===== config.mk =====
export PLATFORM = sky130hd
export DESIGN_NAME = euler_result_uart_flat
export DESIGN_NICKNAME = d
export VERILOG_FILES = /design/src/rtl/euler_result_uart_if.sv /design/src/rtl/euler_result_uart.sv /design/src/flat_wrapper.sv
export SDC_FILE = /design/constraint.sdc
export NUM_CORES = 1
export LEC_CHECK = 0
export BUFFER_PORTS_ARGS = -buffer_cell sky130_fd_sc_hd__buf_2
export CORE_MARGIN = 2
export CORE_UTILIZATION = 35
export DETAILED_ROUTE_END_ITERATION = 6
export GPL_TIMING_DRIVEN = 0
export PLACE_DENSITY = 0.59
export SETUP_SLACK_MARGIN = 0.02
export SYNTH_ARGS = -nofsm -noshare
export SYNTH_HDL_FRONTEND = slang
export SYNTH_SLANG_ARGS = --single-unit
export TNS_END_PERCENT = 5

===== constraint.sdc =====
create_clock -name clk -period 4.2 [get_ports clk]
set_clock_uncertainty 0.2 [all_clocks]
set_input_delay 0.63 -clock clk [delete_from_list [all_inputs] [get_ports clk]]
set_output_delay 0.63 -clock clk [all_outputs]
set_load 0.02 [all_outputs]

===== src/rtl/euler_result_uart_if.sv =====
// Solver-to-reporter bundle: the solver drives result/done, the reporter drives tx/busy/sent.
interface euler_result_uart_if;
    logic [31:0] result;
    logic        done;
    logic        tx;
    logic        busy;
    logic        sent;

    modport master (
        output result,
        output done,
        input  tx,
        input  busy,
        input  sent
    );

    modport slave (
        input  result,
        input  done,
        output tx,
        output busy,
        output sent
    );
endinterface


===== src/rtl/euler_result_uart.sv =====
// Captures a solver result on done, converts it to decimal ASCII + CR LF and sends it once per reset (8N1, no backpressure).
// Conversion takes at most 100 cycles; EULER_UART_PARITY_EN adds an even-parity bit per frame (8E1).
module euler_result_uart #(
    parameter int CLKS_PER_BIT = 868
) (
    input  logic                clk,
    input  logic                rst,
    euler_result_uart_if.slave  bus
);

    localparam int TW = (CLKS_PER_BIT > 1) ? $clog2(CLKS_PER_BIT) : 1;
    localparam logic [TW-1:0] TIMER_MAX = TW'(CLKS_PER_BIT - 1);

`ifdef EULER_UART_PARITY_EN
    localparam logic [3:0] LAST_BIT = 4'd10;
`else
    localparam logic [3:0] LAST_BIT = 4'd9;
`endif

    typedef enum logic [1:0] {
        S_IDLE,
        S_CONV,
        S_SEND,
        S_FIN
    } state_t;

    state_t           r_state;
    state_t           w_state_nxt;

    logic [31:0]      r_work;
    logic [3:0]       r_k;
    logic [3:0]       r_digit;
    logic             r_started;
    logic [9:0][3:0]  r_buf;
    logic [3:0]       r_cnt;

    logic [3:0]       r_char_idx;
    logic [3:0]       r_bit_idx;
    logic [TW-1:0]    r_timer;

    logic             r_tx;
    logic             r_busy;
    logic             r_sent;

    logic [31:0]      w_pow;
    logic             w_ge;
    logic             w_conv_last;
    logic             w_keep_digit;
    logic [7:0]       w_char;
    logic             w_bit_end;
    logic             w_frame_end;
    logic             w_last_char;

    function automatic logic [31:0] pow10(input logic [3:0] k);
        logic [31:0] p;
        case (k)
            4'd0:    p = 32'd1;
            4'd1:    p = 32'd10;
            4'd2:    p = 32'd100;
            4'd3:    p = 32'd1000;
            4'd4:    p = 32'd10000;
            4'd5:    p = 32'd100000;
            4'd6:    p = 32'd1000000;
            4'd7:    p = 32'd10000000;
            4'd8:    p = 32'd100000000;
            4'd9:    p = 32'd1000000000;
            default: p = 32'd1;
        endcase
        return p;
    endfunction

    // Bit 0 is the start bit, 1..8 carry data LSB first, then optional parity, then stop.
    function automatic logic frame_bit(input logic [7:0] ch, input logic [3:0] idx);
        logic b;
        b = 1'b1;
        if (idx == 4'd0) begin
            b = 1'b0;
        end else if (idx <= 4'd8) begin
            b = ch[3'(idx - 4'd1)];
        end
`ifdef EULER_UART_PARITY_EN
        else if (idx == 4'd9) begin
            b = ^ch;
        end
`endif
        return b;
    endfunction

    assign w_pow        = pow10(r_k);
    assign w_ge         = (r_work >= w_pow);
    assign w_conv_last  = !w_ge && (r_k == 4'd0);
    assign w_keep_digit = (r_digit != 4'd0) || r_started || (r_k == 4'd0);

    always_comb begin
        w_char = 8'h0A;
        if (r_char_idx < r_cnt) begin
            w_char = 8'h30 + {4'h0, r_buf[r_char_idx]};
        end else if (r_char_idx == r_cnt) begin
            w_char = 8'h0D;
        end
    end

    assign w_bit_end   = (r_timer == TIMER_MAX);
    assign w_frame_end = w_bit_end && (r_bit_idx == LAST_BIT);
    assign w_last_char = (r_char_idx == (r_cnt + 4'd1));

    always_ff @(posedge clk or posedge rst) begin
        if (rst) begin
            r_state <= S_IDLE;
        end else begin
            r_state <= w_state_nxt;
        end
    end

    always_comb begin
        w_state_nxt = r_state;
        case (r_state)
            S_IDLE:  if (bus.done)                   w_state_nxt = S_CONV;
            S_CONV:  if (w_conv_last)                w_state_nxt = S_SEND;
            S_SEND:  if (w_frame_end && w_last_char) w_state_nxt = S_FIN;
            S_FIN:                                   w_state_nxt = S_FIN;
            default:                                 w_state_nxt = S_IDLE;
        endcase
    end

    always_ff @(posedge clk or posedge rst) begin
        if (rst) begin
            r_work     <= '0;
            r_k        <= '0;
            r_digit    <= '0;
            r_started  <= 1'b0;
            r_buf      <= '0;
            r_cnt      <= '0;
            r_char_idx <= '0;
            r_bit_idx  <= '0;
            r_timer    <= '0;
            r_tx       <= 1'b1;
            r_busy     <= 1'b0;
            r_sent     <= 1'b0;
        end else begin
            case (r_state)
                S_IDLE: begin
                    if (bus.done) begin
                        r_work    <= bus.result;
                        r_k       <= 4'd9;
                        r_digit   <= '0;
                        r_started <= 1'b0;
                        r_cnt     <= '0;
                        r_busy    <= 1'b1;
                    end
                end

                S_CONV: begin
                    if (w_ge) begin
                        r_work  <= r_work - w_pow;
                        r_digit <= r_digit + 4'd1;
                    end else begin
                        // Leading zeros are dropped; the units digit is always kept so 0 prints as "0".
                        if (w_keep_digit) begin
                            r_buf[r_cnt] <= r_digit;
                            r_cnt        <= r_cnt + 4'd1;
                            r_started    <= 1'b1;
                        end
                        r_digit <= '0;
                        if (r_k == 4'd0) begin
                            r_char_idx <= '0;
                            r_bit_idx  <= '0;
                            r_timer    <= '0;
                            r_tx       <= 1'b0;
                        end else begin
                            r_k <= r_k - 4'd1;
                        end
                    end
                end

                S_SEND: begin
                    if (w_bit_end) begin
                        r_timer <= '0;
                        if (r_bit_idx == LAST_BIT) begin
                            r_bit_idx <= '0;
                            if (w_last_char) begin
                                r_tx   <= 1'b1;
                                r_busy <= 1'b0;
                                r_sent <= 1'b1;
                            end else begin
                                // Next start bit directly after the stop bit: no idle gap.
                                r_char_idx <= r_char_idx + 4'd1;
                                r_tx       <= 1'b0;
                            end
                        end else begin
                            r_bit_idx <= r_bit_idx + 4'd1;
                            r_tx      <= frame_bit(w_char, r_bit_idx + 4'd1);
                        end
                    end else begin
                        r_timer <= r_timer + 1'b1;
                    end
                end

                S_FIN: begin
                    r_tx <= 1'b1;
                end

                default: begin
                    r_tx <= 1'b1;
                end
            endcase
        end
    end

    assign bus.tx   = r_tx;
    assign bus.busy = r_busy;
    assign bus.sent = r_sent;

endmodule


===== src/flat_wrapper.sv =====
// flat-port wrapper written by rule: the top's interface ports become plain ports
module euler_result_uart_flat 
#(
    parameter int CLKS_PER_BIT = 868
)
  (clk, rst, bus_result, bus_done, bus_tx, bus_busy, bus_sent);
  euler_result_uart_if bus_i ();
  input  logic clk;
  input  logic rst;
  input wire logic [$bits(bus_i.result)-1:0] bus_result;
  input wire logic [$bits(bus_i.done)-1:0] bus_done;
  output wire logic [$bits(bus_i.tx)-1:0] bus_tx;
  output wire logic [$bits(bus_i.busy)-1:0] bus_busy;
  output wire logic [$bits(bus_i.sent)-1:0] bus_sent;
  assign bus_i.result = bus_result;
  assign bus_i.done = bus_done;
  assign bus_tx = bus_i.tx;
  assign bus_busy = bus_i.busy;
  assign bus_sent = bus_i.sent;
  euler_result_uart #(.CLKS_PER_BIT(CLKS_PER_BIT)) u_core (.clk(clk), .rst(rst), .bus(bus_i));
endmodule

==> impl_results.md, run 1 <==
* Synth warnings at 0
* Drc violations at 0
* Count of cell types in the netlist at 72
* Total Power at 6.855 mW
* Starting Density at 0.3545
* WP buf/inv at 2
* F_max at 248.0 MHz
* Total gr overflow at 0
* Critical path type: reg2reg
* CTS tree: built
* CP peak stage delay at 0.49 ns
* Fin nets at 958
* Via count at 6,253
* Asr flop ratio synth at 1.000
* First-pass GRT wire length at 32,330 um
* Fin. Hold Viols at 0
* Ant diodes at 0
* Mapped Area at 7428 sq um
* Area of the core at 20,960 sq um
* Post-synth EDFFs at 0
* Vias per cell at 5.433
* Worst EP arrival at 4.08 ns
* CP max FO at 10
* H-tree depth at 3
* Largest net degree at the start of global routing at 92
* CP Cell Sequence: inv_1 -> ha_2 -> nand2_2 -> o21a_1 -> ha_1 -> a21oi_1 -> nor2_1 -> o21a_1 -> o31ai_4 -> and3_4 -> nand3_4 -> nor3_4 -> buf_4 -> nand2_2 -> mux2_2
* Die X at 149.7 um
* Synth top area share at 0.3605
* CP Launch Type: flop
* Final core utilization at 0.4033
* Root buffer cell: clkbuf_16
* Reg area at 2706 sq um
* Total wire length at 19,810 um
* Sum Neg Setup Slack at 0 ns
* Max Cap Viol at 0
* Avg Cell Area, Syn at 9.048 sq um
* DP HPWL at 14,340 um
* Clock sink count at 108
* Most frequent cell after synthesis: nand2_1
* CP required at 4.25 ns
* Port Buffers at 37
* Antenna Violating Nets Remaining at 0
* Status: complete, no violations
* Io pins at 38
* Fin Hold WS at 0.2778 ns
* Fillers at 2,164
* Mapped Cells at 821
* Vias in the first global route at 6,011
* Min-delay worst type: reg2reg
* Final critical-path share of the clock period at 0.9602
* Worst-Margin Slew at 0.7606 ns
* Height of the die at 149.7 um
* Avg WL per Cell at 17.21 um
* Slew HR at 0.4929
* Commonest cells post-synth: nand2_1, dfrtp_1, nor2_1
* Clock buffer depth at 2
* Die area at 22,410 sq um
* Initial antenna violation count at 0
* Cell taking the most area after synthesis: dfrtp_1
* P_leak at 3.727 nW
* Pwr dens at 811.1 nW/um^2
* CP endpoint kind: flop
* Pins Over Slew Limit at 0
* Routability Congestion at 0.9172
* Peak supply drop at 0.0003619 V
* Setup Viol. Count Final at 0
* Area Growth Syn to Fin at 13.78%
* Syn nets at 908
* Most used flip-flop cell after synthesis: dfrtp_1
* Clk slew on worst S/H paths at 0.08 ns
* Sequential area share after synthesis at 0.3640
* 1st-iter DRT viols at 382
* Clock latency on the worst-skew pair at 0.37 ns
* FP Rows at 53
* Area contributors post-synth: dfrtp_1, ha_1, mux2_2
* Area of the multi-input gates at 4548 sq um
* Inserted Clock Buffers at 9
* Layout cells sized above 1 at 0.1918
* Register bit total from synthesis at 108
* Gr usage total at 0.1840
* CP max-delay cell: dfrtp_2
* DRT Pass-1 Iters at 7
* Post-layout min period at 4.033 ns
* Cell family with most CP delay: simple AND/OR/NAND/NOR gates
where the power goes:
part / switching (mW) / internal, mW
Sequential: 0.260 / 1.36
Combinational: 2.53 / 1.75
Clock: 0.470 / 0.486
sequential cells by signal, summed over array words and instances (netlist names):
name / cells
u_core.bus.busy: 1
u_core.bus.sent: 1
u_core.bus.tx: 1
u_core.r_bit_idx: 4
u_core.r_buf: 40
u_core.r_char_idx: 4
u_core.r_cnt: 4
u_core.r_digit: 4
u_core.r_k: 4
u_core.r_started: 1
u_core.r_state: 2
u_core.r_timer: 10
u_core.r_work: 32
cell usage in the layout (no fill, tap or decap), types with 4 or more instances in the layout:
master / instances
a21oi_1: 60
a311oi_1: 4
nand2_1: 103
clkbuf_1: 19
dfrtp_1: 105
buf_2: 47
nor2b_1: 8
xnor2_1: 17
ha_1: 48
o211ai_1: 6
a31oi_1: 24
a21o_1: 14
nor2_1: 65
mux2_2: 41
nand2b_1: 17
nor3_1: 9
o22ai_1: 5
buf_4: 5
and3_1: 10
o21a_1: 8
nand3_1: 25
and2_1: 4
nand2_2: 5
o21ai_1: 5
o21bai_1: 4
mux4_2: 8
nand4_1: 8
or2_2: 5
mux2i_1: 10
o21ai_0: 43
o221ai_1: 4
inv_1: 26
o31ai_1: 5
xor2_1: 17
nor4_1: 5
a22oi_1: 5
clkbuf_16: 9
per-layer routing:
| layer | global-route usage | share of wire | vias to the layer above |
|---|---|---|---|
| li1 | - | - | 3061 |
| met1 | 0.2542 | 0.47 | 3028 |
| met2 | 0.3021 | 0.47 | 143 |
| met3 | 0.02713 | 0.035 | 21 |
| met4 | 0.04953 | 0.020 | 0 |
| met5 | 0 | 0 | - |
kinds of logic (layout without fill, tap and decap cells):
kind of cell / count (synthesis) / after routing / synth area share
AOI/OAI and AO/OA: 216 / 216 / 0.1865
DFF: 108 / 108 / 0.3640
xor gates and xnor gates: 34 / 34 / 0.04009
muxes: 59 / 59 / 0.09988
buffers and inverters: 67 / 122 / 0.03874
adders and majority gates: 52 / 52 / 0.08860
and+or+nand+nor: 285 / 285 / 0.1822
worst paths after layout:
| path | from | end | slack [ns] | depth (start not counted) |
|---|---|---|---|---|
| worst max-delay path | u_core.r_k[1] | u_core.r_buf[20] | 0.17 | 15 |
| worst min-delay path | u_core.bus.sent | u_core.bus.sent | 0.28 | 1 |
| worst max register to register | u_core.r_k[1] | u_core.r_buf[20] | 0.17 | 15 |
| worst min register to register | u_core.bus.sent | u_core.bus.sent | 0.28 | 1 |
| max in group asynchronous | rst | u_core.r_k[1] | 2.50 | 4 |
| min in group asynchronous | rst | u_core.r_work[27] | 0.53 | 3 |
through the flow:
| step | std cells | setup slack [ns] | area (sq um) |
|---|---|---|---|
| after CTS | 1150 | 0.06332 | 8343 |
| after global placement | 1133 | -1.047 | 7958 |
| after detailed placement | 1134 | -0.1211 | 7990 |
| final | 1151 | 0.1670 | 8452 |
| after floorplan | 821 | 0.5261 | 7428 |
| after global routing | 1151 | -0.003385 | 8452 |
worst reg2reg max path: stages, from the launching register on:
cell	delay (ns)
dfrtp_2	0.49
inv_1	0.18
ha_2	0.27
nand2_2	0.18
o21a_1	0.18
ha_1	0.35
a21oi_1	0.17
nor2_1	0.07
o21a_1	0.24
o31ai_4	0.32
and3_4	0.28
nand3_4	0.16
nor3_4	0.22
buf_4	0.17
nand2_2	0.12
mux2_2	0.31
layout make-up:
| cell class | count | share of cell area |
|---|---|---|
| Multi-Input combinational cell | 646 | 0.5381 |
| Sequential cell | 108 | 0.3202 |
| Tap cell | 275 | 0.04071 |
| Timing Repair Buffer | 40 | 0.02724 |
| Clock buffer | 9 | 0.02665 |
| Buffer | 39 | 0.02235 |
| Inverter | 27 | 0.01258 |
| Clock inverter | 7 | 0.01214 |
what timing repair did:
action                     4_1_cts  5_1_grt
pin swaps                        0        1
setup endpoints to repair       68       89
hold buffers                     1        0
hold endpoints to repair        17        0
setup buffers                    0        1
gates resized for setup          5       28
Power figures use the tool's default switching activity.
==> run 2: changes to the inputs <==
BUFFER_PORTS_ARGS = unset   (was -buffer_cell sky130_fd_sc_hd__buf_2)
DONT_BUFFER_PORTS = 1   (was unset)
PLACE_DENSITY = 0.58   (was 0.59)
==> run 2 against run 1 <==
First-iteration DRC count down 11%. Core utilization down 1.3 points. Clock-buffer cell count unchanged. Sequential share of layout area up 1.1 points. Critical path type unchanged. Critical endpoint is now u_core.r_work[31]. Largest cell class unchanged. Highest routed layer unchanged.
==> impl_results.md, run 2 (same netlist as run 1, synthesis figures left out) <==
* H-tree depth at 3
* Via count at 6,035
* Vias in the first global route at 5,927
* 1st-iter DRT viols at 339
* Area Growth Syn to Fin at 10.09%
* Layout cells sized above 1 at 0.1444
* Commonest cells after routing, fill and taps aside: nand2_1, dfrtp_1, nor2_1, a21oi_1, ha_1
* Area of the multi-input gates at 4469 sq um
* Pins Over Slew Limit at 0
* Starting Density at 0.3545
* Commonest non-fill, non-tap cell in the layout: nand2_1
* F_max at 251.7 MHz
* Critical path type: reg2reg
* Die area at 22,410 sq um
* CP endpoint kind: flop
* RSZ-0062 raised after global routing: false
* Clock latency on the worst-skew pair at 0.37 ns
* Clock buffer depth at 2
* Antenna Violating Nets Remaining at 0
* Clock sink count at 108
* Io pins at 38
* Fin. Hold Viols at 0
* First-pass GRT wire length at 32,410 um
* FP Rows at 53
* Avg WL per Cell at 17.65 um
* Slew HR at 0.4649
* Status: complete, no violations
* CP max FO at 10
* Sum Neg Setup Slack at 0 ns
* Total gr overflow at 0
* R2R Path End: u_core.r_work[31]
* Vias per cell at 5.422
* Final core utilization at 0.3903
* Height of the die at 149.7 um
* Fillers at 2,180
* Final critical-path share of the clock period at 0.9459
* Worst reg2reg path depth at 14
* Fin Hold WS at 0.2093 ns
* Port Buffers at 0
* Drc violations at 0
* Min-delay worst type: in2reg
* Total wire length at 19,640 um
* Worst-Margin Slew at 0.7953 ns
* Setup crit start: u_core.r_k[3]
* Gr usage total at 0.1855
* Root buffer cell: clkbuf_16
* Setup Viol. Count Final at 0
* Area of the core at 20,960 sq um
* Worst reg2reg path startpoint: u_core.r_k[3]
* Pwr dens at 824.8 nW/um^2
* CP max-delay cell: dfrtp_1
* Post-layout min period at 3.973 ns
* Reg area at 2706 sq um
* CP Capture Point: u_core.r_work[31]
* Initial antenna violation count at 0
* Largest register FFs at 40
* P_leak at 3.537 nW
* Regs by FF count: u_core.r_buf x40, u_core.r_work x32, u_core.r_timer x10
* Fin nets at 920
* CP Launch Type: flop
* Largest net degree at the start of global routing at 83
* Routability Congestion at 0.8771
* Worst EP arrival at 4.05 ns
* Clk slew on worst S/H paths at 0.08 ns
* CP Cell Sequence: clkbuf_2 -> nor2b_1 -> clkbuf_2 -> nand2_1 -> o21a_1 -> ha_1 -> a21o_1 -> a221o_1 -> a31oi_1 -> o21ai_1 -> a221oi_2 -> o21ai_0 -> a21boi_1 -> a2bb2oi_1
* Peak supply drop at 0.0004239 V
* Inserted Clock Buffers at 9
* DRT Pass-1 Iters at 5
* CP required at 4.28 ns
* Setup repair bufs after CTS at 0
* CP peak stage delay at 0.40 ns
* Worst reg2reg setup slack at 0.23 ns
* Ant diodes at 0
* CTS tree: built
* DP HPWL at 14,360 um
* Die X at 149.7 um
* Max Cap Viol at 0
* Reg with most FFs: u_core.r_buf
* Most Frequent Cell on Critical Path: clkbuf_2
-- run 2: worst max-delay path, delay by kind of cell, from the launching register on --
kind                       cells  cell delay, ns
adders and majority gates      1            0.36
DFF                            1            0.40
AOI/OAI and AO/OA              9            2.19
buffers and inverters          2            0.43
and+or+nand+nor                2            0.31
-- run 2: per-stage QoR --
stage / setup WS, ns / cells / area, sq um / total power [mW]
3_5_place_dp: -0.07426 / 1097 / 7805 / 5.716
2_1_floorplan: 0.5261 / 821 / 7428 / 4.821
4_1_cts: 0.007291 / 1114 / 8158 / 6.725
3_3_place_gp: -0.9829 / 1096 / 7772 / 5.690
6_report: 0.2273 / 1113 / 8178 / 6.745
5_1_grt: 0.02240 / 1113 / 8178 / 7.355
-- run 2: metal layers --
| metal | global-route usage | up-vias | part of all wire |
|---|---|---|---|
| li1 | - | 2989 | - |
| met1 | 0.2518 | 2908 | 0.47 |
| met2 | 0.3101 | 126 | 0.48 |
| met3 | 0.03232 | 12 | 0.040 |
| met4 | 0.04104 | 0 | 0.0098 |
| met5 | 0 | - | 0 |
-- run 2: how the worst min path moves through the flow --
stage | from | endpoint | slack, ns | depth (start not counted)
4_1_cts | bus_result[8] | u_core.r_work[8] | 0.19 | 2
3_5_place_dp | rst | u_core.r_buf[12] | 0.27 | 1
5_1_grt | bus_result[2] | u_core.r_work[2] | 0.21 | 2
3_3_place_gp | u_core.r_started | u_core.r_started | 0.26 | 2
6_report | bus_result[8] | u_core.r_work[8] | 0.21 | 2
2_1_floorplan | u_core.r_timer[8] | u_core.r_timer[8] | 0.25 | 1
-- run 2: area by class of cell --
class / count / area share
multi-input cells: 646 / 0.5465
flip-flops and latches: 108 / 0.3309
well taps: 275 / 0.04207
clock buffers: 9 / 0.02754
plain buffers: 39 / 0.02310
inverters: 27 / 0.01300
clock inverters: 7 / 0.01224
repair buffers: 2 / 0.004590
-- run 2: timing repair --
| action | in CTS | in global routing |
|---|---|---|
| pin swaps | 0 | 1 |
| hold buffers | 1 | 0 |
| hold endpoints to repair | 26 | 0 |
| endpoints found under the setup margin | 52 | 92 |
| resized for setup | 4 | 14 |
-- run 2: power breakdown --
part	switching, mW	internal, mW
sequential	0.263	1.36
clock	0.459	0.485
combinational	2.47	1.71
==> run 3: changes to the inputs <==
ABC_AREA = 1   (was unset)
==> run 3 against run 2 <==
Largest power group unchanged. Flip-flop and latch count stayed put. First-iteration DRC count is 48% higher. Largest cell class unchanged. Sequential power hardly changed. Highest routed layer unchanged. Critical path depth is 3 higher. Register-to-register slack better by 0.12 ns.
==> impl_results.md, run 3 <==
* Worst EP arrival at 3.89 ns
* Clock sink count at 108
* Mapped Cells at 1,131
* Die X at 154.0 um
* Max Cap Viol at 0
* Height of the die at 154.0 um
* Fin. Hold Viols at 0
* Min-delay worst type: in2reg
* Status: complete, no violations
* Synth top area share at 0.3402
* Critical path type: reg2reg
* Worst-Margin Slew at 0.8259 ns
* CP Launch Type: flop
* Post-layout min period at 3.849 ns
* Total wire length at 23,430 um
* Antenna Violating Nets Remaining at 0
* CP required at 4.24 ns
* Starting Density at 0.3585
* Drc violations at 0
* Hold path endpoint: u_core.r_work[27]
* Regs by FF count: u_core.r_buf x40, u_core.r_work x32, u_core.r_timer x10
* Switching Fraction at 0.5357
* Fraction of power consumed by combinational cells at 0.650
* Reg area at 2704 sq um
* Setup Viol. Count Final at 0
* Worst reg2reg path depth at 17
* RSZ-0062 raised after global routing: true
* Commonest cells post-synth: nand2_1, o21ai_0, nor2_1
* Inserted Clock Buffers at 9
* First-pass GRT wire length at 37,560 um
* Io pins at 38
* GRT busiest layer: met2
* Gr usage total at 0.2007
* Slew HR at 0.4494
* Total gr overflow at 0
* DP HPWL at 17,800 um
* Count of cell types in the netlist at 46
* Pins Over Slew Limit at 0
* DRT Pass-1 Iters at 5
* Vias in the first global route at 7,043
* CP endpoint kind: flop
* Commonest non-fill, non-tap cell in the layout: nand2_1
* Via count at 7,388
* Area of the core at 21,960 sq um
* P_leak at 4.027 nW
* Total Power at 7.157 mW
* Root buffer cell: clkbuf_16
* CP max FO at 10
* Most used flip-flop cell after synthesis: dfrtp_1
* F_max at 259.8 MHz
* H-tree depth at 3
* Reg with most FFs: u_core.r_buf
* Die area at 23,710 sq um
* Clk slew on worst S/H paths at 0.08 ns
* Largest register FFs at 40
* Avg WL per Cell at 16.39 um
* Area of the multi-input gates at 4604 sq um
* Most frequent cell after synthesis: nand2_1
* 1st-iter DRT viols at 503
* Area Growth Syn to Fin at 9.124%
* Mapped Area at 7871 sq um
* Met3 Use GR at 0.02734
* Hold Startpoint: bus_result[27]
* Layout cells sized above 1 at 0.06440
* Commonest cells after routing, fill and taps aside: nand2_1, o21ai_0, nor2_1, dfrtp_1, inv_1
* Setup crit start: u_core.r_k[1]
* Pwr dens at 833.2 nW/um^2
* Cell taking the most area after synthesis: dfrtp_1
* Clock latency on the worst-skew pair at 0.38 ns
* Syn nets at 1,218
* CTS tree: built
* Asr flop ratio synth at 1.000
* Largest net degree at the start of global routing at 86
* Final critical-path share of the clock period at 0.9165
* Internal power at 3.323 mW
* Vias per cell at 5.170
* Register bit total from synthesis at 108
* Routability Congestion at 0.9564
* Part of the power in the clock network at 0.127
* Sequential share of power at 0.223
* Initial antenna violation count at 0
* Met1 GRT Util at 0.2704
* Port Buffers at 0
* Synth warnings at 0
* Peak supply drop at 0.0003323 V
* Area contributors post-synth: dfrtp_1, nand2_1, ha_1
* FP Rows at 54
* Final WS setup at 0.3505 ns
* Worst reg2reg setup slack at 0.35 ns
* Avg Cell Area, Syn at 6.960 sq um
* R2R Path End: u_core.r_buf[9]
* Met2 Use GR at 0.3346
* Fin nets at 1,231
* Ant diodes at 0
* Sequential area share after synthesis at 0.3435
* Switching power at 3.834 mW
* Worst reg2reg path startpoint: u_core.r_k[1]
* Hold path depth at 2
* Fillers at 2,342
* Clock buffer depth at 2
* Worst slack, placed at 0.3061 ns
* Post-synth EDFFs at 0
run 3: cell families after synthesis:
family | synth area share
fa+ha+maj | 0.08361
simple gates | 0.3240
buf+inv | 0.07264
flops | 0.3435
compound gates | 0.1618
xor+xnor | 0.01447
run 3: cell type report:
type,count,share of cell area
plain buffers,28,0.01704
inverters,114,0.05040
multi-input cells,881,0.5361
repair buffers,2,0.004370
well taps,280,0.04079
flip-flops and latches,108,0.3148
clock inverters,7,0.01034
clock buffers,9,0.02622
run 3: critical path, cell delays in order (launching register included):
cell and delay, ns:
dfrtp_1 0.49, inv_1 0.21, ha_1 0.25, nand3_1 0.25, inv_1 0.16, nor2_1 0.08
ha_1 0.35, nand2_1 0.15, inv_1 0.06, a21oi_2 0.21, o21ai_1 0.12, a21oi_1 0.21
nand3_2 0.19, inv_2 0.16, buf_6 0.17, nand4_2 0.23, nand2_1 0.14, o21ai_0 0.09
run 3: metrics by stage:
stage | hold slack (ns) | TNS [ns] | utilization | instances | cell area (sq um)
CTS | 0.2157 | 0 | 0.3907 | 1429 | 8578
floorplan | 0.2478 | 0 | - | 1131 | 7871
detailed placement | 0.2619 | 0 | 0.3759 | 1412 | 8254
finish | 0.2276 | 0 | 0.3912 | 1429 | 8589
global route | 0.2401 | 0 | 0.3912 | 1429 | 8589
global placement | 0.2610 | -101.62 | 0.3744 | 1411 | 8222
run 3: per-layer routing:
layer / share of wire / up-vias
met5: 0 / -
met4: 0.025 / 0
met3: 0.046 / 36
met2: 0.47 / 171
met1: 0.46 / 3405
li1: - / 3776
run 3: worst max-delay path by stage:
stage	endpoint	depth (start not counted)
finish	u_core.r_buf[9]	17
global route	u_core.r_buf[14]	17
CTS	u_core.r_work[9]	20
detailed placement	u_core.r_k[2]	18
global placement	u_core.r_timer[3]	1
floorplan	u_core.bus.busy	1
run 3: power groups by stage:
stage | Sequential, mW | Clock (mW) | Combinational [mW]
detailed placement | 1.61 | 0 | 4.57
global placement | 1.60 | 0 | 4.54
finish | 1.59 | 0.909 | 4.65
global route | 1.63 | 0.959 | 5.26
CTS | 1.59 | 0.938 | 4.59
floorplan | 1.52 | 0 | 3.50
run 3: repair_timing:
| action | 4_1_cts | 5_1_grt |
|---|---|---|
| hold buffers | 1 | 0 |
| endpoints found under the hold margin | 23 | 0 |
| resized for setup | 0 | 4 |
| buffers inserted | 0 | 0 |
| endpoints found under the setup margin | 0 | 51 |
